===== src/rtl/stopwatch_bcd.sv =====
// BCD mm:ss stopwatch advanced by the one-second tick, with IDLE/RUN/PAUSE control.
// Optional lap-freeze display enabled by defining STOPWATCH_LAP_EN.
module stopwatch_bcd #(
  parameter int MAX_MIN_TENS = 5,
  parameter int MAX_MIN_ONES = 9
) (
  input  logic       clk,
  input  logic       reset_n,
  input  logic       tick,
  input  logic       start,
  input  logic       stop,
  input  logic       clear,
  input  logic       lap,
  output logic [3:0] sec_ones,
  output logic [2:0] sec_tens,
  output logic [3:0] min_ones,
  output logic [2:0] min_tens,
  output logic       running,
  output logic       wrap,
  output logic       lap_active
);

  typedef enum logic [1:0] {IDLE, RUN, PAUSE} state_t;

  localparam logic [2:0] MaxMinTens = 3'(MAX_MIN_TENS);
  localparam logic [3:0] MaxMinOnes = 4'(MAX_MIN_ONES);

  state_t     state_q, state_d;
  logic [3:0] sec_ones_q, sec_ones_d;
  logic [2:0] sec_tens_q, sec_tens_d;
  logic [3:0] min_ones_q, min_ones_d;
  logic [2:0] min_tens_q, min_tens_d;
  logic       running_q;
  logic       wrap_q, wrap_d;
  logic       full_scale;

  assign full_scale = (min_tens_q == MaxMinTens) && (min_ones_q == MaxMinOnes) &&
                      (sec_tens_q == 3'd5) && (sec_ones_q == 4'd9);

  // A tick is counted only from the registered RUN state, so a same-cycle stop still counts it.
  always_comb begin
    state_d    = state_q;
    sec_ones_d = sec_ones_q;
    sec_tens_d = sec_tens_q;
    min_ones_d = min_ones_q;
    min_tens_d = min_tens_q;
    wrap_d     = 1'b0;
    if (clear) begin
      state_d    = IDLE;
      sec_ones_d = '0;
      sec_tens_d = '0;
      min_ones_d = '0;
      min_tens_d = '0;
    end else begin
      case (state_q)
        IDLE:    if (start) state_d = RUN;
        PAUSE:   if (start) state_d = RUN;
        RUN: begin
          if (tick) begin
            if (full_scale) begin
              sec_ones_d = '0;
              sec_tens_d = '0;
              min_ones_d = '0;
              min_tens_d = '0;
              wrap_d     = 1'b1;
            end else if (sec_ones_q != 4'd9) begin
              sec_ones_d = sec_ones_q + 4'd1;
            end else begin
              sec_ones_d = '0;
              if (sec_tens_q != 3'd5) begin
                sec_tens_d = sec_tens_q + 3'd1;
              end else begin
                sec_tens_d = '0;
                if (min_ones_q != 4'd9) begin
                  min_ones_d = min_ones_q + 4'd1;
                end else begin
                  min_ones_d = '0;
                  min_tens_d = min_tens_q + 3'd1;
                end
              end
            end
          end
          if (stop) state_d = PAUSE;
        end
        default: state_d = IDLE;
      endcase
    end
  end

  always_ff @(posedge clk) begin
    if (!reset_n) begin
      state_q    <= IDLE;
      sec_ones_q <= '0;
      sec_tens_q <= '0;
      min_ones_q <= '0;
      min_tens_q <= '0;
      running_q  <= 1'b0;
      wrap_q     <= 1'b0;
    end else begin
      state_q    <= state_d;
      sec_ones_q <= sec_ones_d;
      sec_tens_q <= sec_tens_d;
      min_ones_q <= min_ones_d;
      min_tens_q <= min_tens_d;
      running_q  <= (state_d == RUN);
      wrap_q     <= wrap_d;
    end
  end

  assign running = running_q;
  assign wrap    = wrap_q;

`ifdef STOPWATCH_LAP_EN
  logic       lap_q, lap_d;
  logic [3:0] disp_sec_ones_q, disp_sec_ones_d;
  logic [2:0] disp_sec_tens_q, disp_sec_tens_d;
  logic [3:0] disp_min_ones_q, disp_min_ones_d;
  logic [2:0] disp_min_tens_q, disp_min_tens_d;

  // Freezing captures the count as it stood at the lap edge; unfreezing shows the live next count.
  always_comb begin
    lap_d = lap_q;
    if (clear) lap_d = 1'b0;
    else if (state_q == RUN && lap) lap_d = !lap_q;
    disp_sec_ones_d = sec_ones_d;
    disp_sec_tens_d = sec_tens_d;
    disp_min_ones_d = min_ones_d;
    disp_min_tens_d = min_tens_d;
    if (lap_d && lap_q) begin
      disp_sec_ones_d = disp_sec_ones_q;
      disp_sec_tens_d = disp_sec_tens_q;
      disp_min_ones_d = disp_min_ones_q;
      disp_min_tens_d = disp_min_tens_q;
    end else if (lap_d) begin
      disp_sec_ones_d = sec_ones_q;
      disp_sec_tens_d = sec_tens_q;
      disp_min_ones_d = min_ones_q;
      disp_min_tens_d = min_tens_q;
    end
  end

  always_ff @(posedge clk) begin
    if (!reset_n) begin
      lap_q           <= 1'b0;
      disp_sec_ones_q <= '0;
      disp_sec_tens_q <= '0;
      disp_min_ones_q <= '0;
      disp_min_tens_q <= '0;
    end else begin
      lap_q           <= lap_d;
      disp_sec_ones_q <= disp_sec_ones_d;
      disp_sec_tens_q <= disp_sec_tens_d;
      disp_min_ones_q <= disp_min_ones_d;
      disp_min_tens_q <= disp_min_tens_d;
    end
  end

  assign sec_ones   = disp_sec_ones_q;
  assign sec_tens   = disp_sec_tens_q;
  assign min_ones   = disp_min_ones_q;
  assign min_tens   = disp_min_tens_q;
  assign lap_active = lap_q;
`else
  logic unused_lap;
  assign unused_lap = lap;

  assign sec_ones   = sec_ones_q;
  assign sec_tens   = sec_tens_q;
  assign min_ones   = min_ones_q;
  assign min_tens   = min_tens_q;
  assign lap_active = 1'b0;
`endif

endmodule


===== config.mk =====
export PLATFORM = sky130hd
export DESIGN_NAME = stopwatch_bcd
export DESIGN_NICKNAME = d
export VERILOG_FILES = /design/src/rtl/stopwatch_bcd.sv
export SDC_FILE = /design/constraint.sdc
export NUM_CORES = 1
export LEC_CHECK = 0
export CAP_MARGIN = 30
export CORE_AREA = 8 8 54 56
export CTS_BUF_LIST = sky130_fd_sc_hd__clkbuf_8 sky130_fd_sc_hd__clkbuf_16
export CTS_CLUSTER_SIZE = 28
export DETAILED_ROUTE_END_ITERATION = 10
export DIE_AREA = 0 0 62 64
export PLACE_DENSITY = 0.74
export SYNTH_ARGS = -nofsm -noshare
export SYNTH_HDL_FRONTEND = slang
export SYNTH_SLANG_ARGS = --single-unit

===== constraint.sdc =====
create_clock -name clk -period 2.05 [get_ports clk]
set_clock_uncertainty 0.15 [all_clocks]
set_input_delay 0.41 -clock clk [delete_from_list [all_inputs] [get_ports clk]]
set_output_delay 0.41 -clock clk [all_outputs]
set_load 0.02 [all_outputs]

==> flow_summary.toml, run 1 <==
[final_layout]
syn_to_final_growth_pct = 32.54
diodes = 0
n_fill_cell = 185
fin_util_pct = 56.63
multiInputGateArea_um2 = 490.5
nNetsFinal = 136
ff_latch_area_um2 = 360.3
drive_above_1_share_pct = 12.30

[logic_synthesis]
synth_most_common_cell = "dfxtp_1"
ys_seq_area_share_pct = 40.06
synthTopCellsByArea = "dfxtp_1 40%, ha_1 8.3%, nor2_1 5.4%"
synth_top_area_cell = "dfxtp_1"
netlist_instances = 98
ys_ff_latch = 18
synth_edf_count = 0
synth_fp_nets = 111
synthFlopType = "dfxtp_1"
syn-cell-area_um2 = 899.6
synthArstFlopShare_pct = 0
synth_top_area_share_pct = 40.06
syn_area_per_cell_um2 = 9.180
ys_warn_count = 0
yosys-top-cells-count = "18 x dfxtp_1, 13 x nor2_1, 10 x nand2_1"
yosysUniqueCellTypes = 34

[grt]
grt_util_met2_pct = 15.78
antenna_found_initial = 0
overflow = 0
met3_usage_pct = 1.600
track_usage_pct = 9.730
top_usage_layer = "met2"
grt_pass1_wl_um = 3091
grt_max_degree = 11
grt_pass1_vias = 709
met1_usage_pct = 11.68

[clock_network]
ctsHtreeMaxLevel = 1
path_clk_slew_ps = 70
cts-resized-gates = 0
cts_hold_buf = 0
cts_sinks = 18
worstSkewPairLatency_ps = 250
cts_setup_buffers = 0
cts_tree = "done"
clockRootBuffer = "clkbuf_8"
cts_buffers = 3
cts_buffer_depth = 2

[pwr]
leakage_nw = 0.4507
p_total_mw = 0.6776
p_switching_mw = 0.1363
netSwitchingFraction_pct = 20.11
vdd_drop_max_mv = 0.3782
clkPwrFrac_pct = 42.2
seqPwrFrac_pct = 52.3
intPower_mw = 0.5413
p_comb_share_pct = 5.6
powerDensity_nw_per_um2 = 568.2

[detailed_routing]
drc_errors = 0
wirelength_um = 1813
first_pass_iters = 4
ant_nets = 0
wl_per_cell_um = 12.09
avgViaCountPerCell = 4.893
vias = 734
initialDrtViolationCount = 12

[sta]
finalHoldViolCount = 0
holdWs_ps = 337.8
finalCriticalPeriod_ps = 1906
finalSetupViolCount = 0
rsz0062_at_grt = "false"
fin_setup_tns_ps = 0
slew_violations = 0
period_share_pct = 92.99
setup_ws_ps = 143.8
fmax_ghz = 0.5246

[place]
dp_hpwl_um = 1392
gp_congestion = 0.7237
io_buffer_count = 21
pre_cts_slack_ps = -55.03

[flow_run]
drv_cap = 0

[setup_path]
arrival_ps = 1350
critPathLaunchType = "flip-flop"
critical_path.top_delay_family = "buffers and inverters"
crit_slowest_cell = "clkdlybuf4s50_1"
end_kind = "primary output"
rrSetupSlack_ps = 250
cp_cell_sequence = "clkdlybuf4s50_1"
reg2regPathDepth = 6
path_max_fanout = 4
max_stage_delay_ps = 650
crit_type = "flip-flop to primary output"
worst-path-buf-inv = 1
crit_cells = 1
timing.rr.start = "sec_ones[1]"
setup.worst_path.start = "sec_tens[0]"
r2r-end = "min_tens[1]"
required_ps = 1490

[hold_path]
hold_depth = 2
worstHoldStart = "min_tens[1]"
hold_end = "min_tens[1]"
hold_path_class = "flip-flop to flip-flop"

[floorplanning]
dieHeight_um = 64
die-area_um2 = 3968
num_rows = 17
core_um2 = 2106
dieWidth_um = 62
start_util_pct = 42.72
ios = 24

[outcome]
status = "finished, final reports clean"
==> layout make-up <==
type	count	share of cell area [%]
multi-input combinational	71	41.13
sequential	18	30.22
timing repair buffer	24	19.52
clock buffer	4	4.617
tap	28	2.938
inverter	5	1.574
==> kinds of logic after synthesis <==
family | count (synthesis) | share of synthesized area, %
buf+inv | 9 | 5.423
compound gates | 12 | 8.624
other cells | 1 | 0.4168
simple gates | 45 | 29.91
fa+ha+maj | 6 | 8.345
xor+xnor | 4 | 3.895
flops | 18 | 40.06
mux | 3 | 3.338
==> cell usage in the layout (no fill, tap or decap), types with 2 or more instances in the layout <==
cell	count
ha_1	6
a31o_2	2
xor2_1	3
nand3_1	2
nor2_1	13
dfxtp_1	18
and3b_1	3
nor3_1	2
a21oi_1	6
mux2i_1	3
or3_1	3
inv_1	5
nand2_1	10
clkbuf_8	4
buf_4	3
clkdlybuf4s50_1	21
==> sequential cells by signal (all words and copies together), names as in the netlist <==
name      cells
state_q       2
sec_tens      3
sec_ones      4
min_tens      3
min_ones      4
wrap          1
running       1
==> how the worst max path moves through the flow <==
stage,to
4_1_cts,sec_tens[0]
6_report,sec_tens[0]
5_1_grt,sec_tens[0]
3_5_place_dp,min_ones[3]
3_3_place_gp,min_ones[3]
2_1_floorplan,min_tens[0]
==> per-layer routing <==
layer	part of all wire, %	vias up
met1	45	333
met5	0	-
met2	48	16
met4	1.2	0
met3	5.5	2
li1	-	383
==> power groups by stage <==
stage | Clock (mW) | Combinational [mW] | Sequential (mW)
global route | 0.304 | 0.0414 | 0.354
floorplan | 0 | 0.0180 | 0.364
CTS | 0.287 | 0.0377 | 0.354
detailed placement | 0 | 0.0373 | 0.362
finish | 0.286 | 0.0377 | 0.354
global placement | 0 | 0.0367 | 0.362
==> stage by stage <==
| stage | std cells | cell area [um^2] |
|---|---|---|
| finish | 150 | 1192 |
| global route | 150 | 1192 |
| CTS | 150 | 1192 |
| detailed placement | 146 | 1137 |
| global placement | 146 | 1137 |
| floorplan | 98 | 899.6 |
No activity file was read; power rests on OpenSTA's default activity.
==> run 2: changes to the inputs <==
--- a/config.mk
+++ b/config.mk
@@ -5,10 +5,9 @@
 export SDC_FILE = /design/constraint.sdc
 export NUM_CORES = 1
 export LEC_CHECK = 0
-export CAP_MARGIN = 30
+export CAP_MARGIN = 10
 export CORE_AREA = 8 8 54 56
 export CTS_BUF_LIST = sky130_fd_sc_hd__clkbuf_8 sky130_fd_sc_hd__clkbuf_16
-export CTS_CLUSTER_SIZE = 28
 export DETAILED_ROUTE_END_ITERATION = 10
 export DIE_AREA = 0 0 62 64
 export PLACE_DENSITY = 0.74
==> results of run 2 <==
The final DEF is identical to that of run 1; final timing and power are the same.
==> RTL edit, RTL diff (config.mk and constraints of run 1) <==
Add a define of `STOPWATCH_LAP_EN`.
--- a/src/rtl/stopwatch_bcd.sv
+++ b/src/rtl/stopwatch_bcd.sv
@@ -1,5 +1,7 @@
 // BCD mm:ss stopwatch advanced by the one-second tick, with IDLE/RUN/PAUSE control.
 // Optional lap-freeze display enabled by defining STOPWATCH_LAP_EN.
+`define STOPWATCH_LAP_EN
+
 module stopwatch_bcd #(
   parameter int MAX_MIN_TENS = 5,
   parameter int MAX_MIN_ONES = 9
Check against the original RTL: not equivalent (Yosys sat finds a counterexample within 4 cycles, from zero or initial values and one cycle with reset_n low).
==> RTL edit against run 1 <==
- synthesized cell count increased by 68%
- the flow now stops in 5_1_grt
- synthesized area increased by 71%
==> RTL edit: results <==
[global_routing]
grt_max_degree = 16
antenna_found_initial = 0

[cts]
cts-htree-levels = 2
cts_sinks = 33
cts_buffer_depth = 2
root_buffer = clkbuf_8
cts-buffers-inserted = 5
cts_setup_buffers = 0
cts-resized-gates = 1

[logic_synthesis]
synth_fp_nets = 178
synthTopCellsByArea = dfxtp_1 (43%), a22oi_1 (6.8%), nor2_1 (5.1%), ha_1 (4.9%), mux2i_1 (4.5%)
async_reset_ff_frac = 0
ys_seq_area_frac = 0.4289
yosys.cell_types.count = 36
synth_common_cells = dfxtp_1 (33), nor2_1 (21), a22oi_1 (14)
yosysWarnings = 0

[placed_design]
dp.final_hpwl_um = 3334
gp_congestion = 0.9574
pre_cts_ws_ns = -0.1179
portBuffers = 23

[run_status]
status = stopped before the end
haltStage = 5_1_grt
stop_error = [ERROR DPL-0033] detailed placement checks failed during check placement.

[timing]
worst-ep-kind = register data pin
grt-worst-endpoint = min_ones[0]$_SDFFE_PN0N_/D
-- RTL edit: changes by cell type after synthesis, moves of 4 or more --
cell / change
dfxtp_1: +15
a22oi_1: +14
nor2_1: +8
o22ai_1: +7
nand2_1: -6
mux2i_1: +4
o21ai_0: +4
o2bb2ai_1: +4
-- RTL edit: through the flow --
stage / instance area (um2) / cells / hold slack [ns]
2_1_floorplan: 1540 / 165 / 0.3234
3_3_place_gp: 1912 / 228 / 0.3419
3_5_place_dp: 1912 / 228 / 0.3836
4_1_cts: 2032 / 236 / 0.4256
-- RTL edit: cell families after synthesis --
family,Yosys count,share of synthesized area
AND/OR/NAND/NOR,59,0.2169
AO/OA/AOI/OAI,42,0.1868
flip-flops,33,0.4289
buffers and inverters,13,0.03818
multiplexers,8,0.05280
adder cells (fa/ha/maj),6,0.04874
XOR/XNOR,4,0.02763
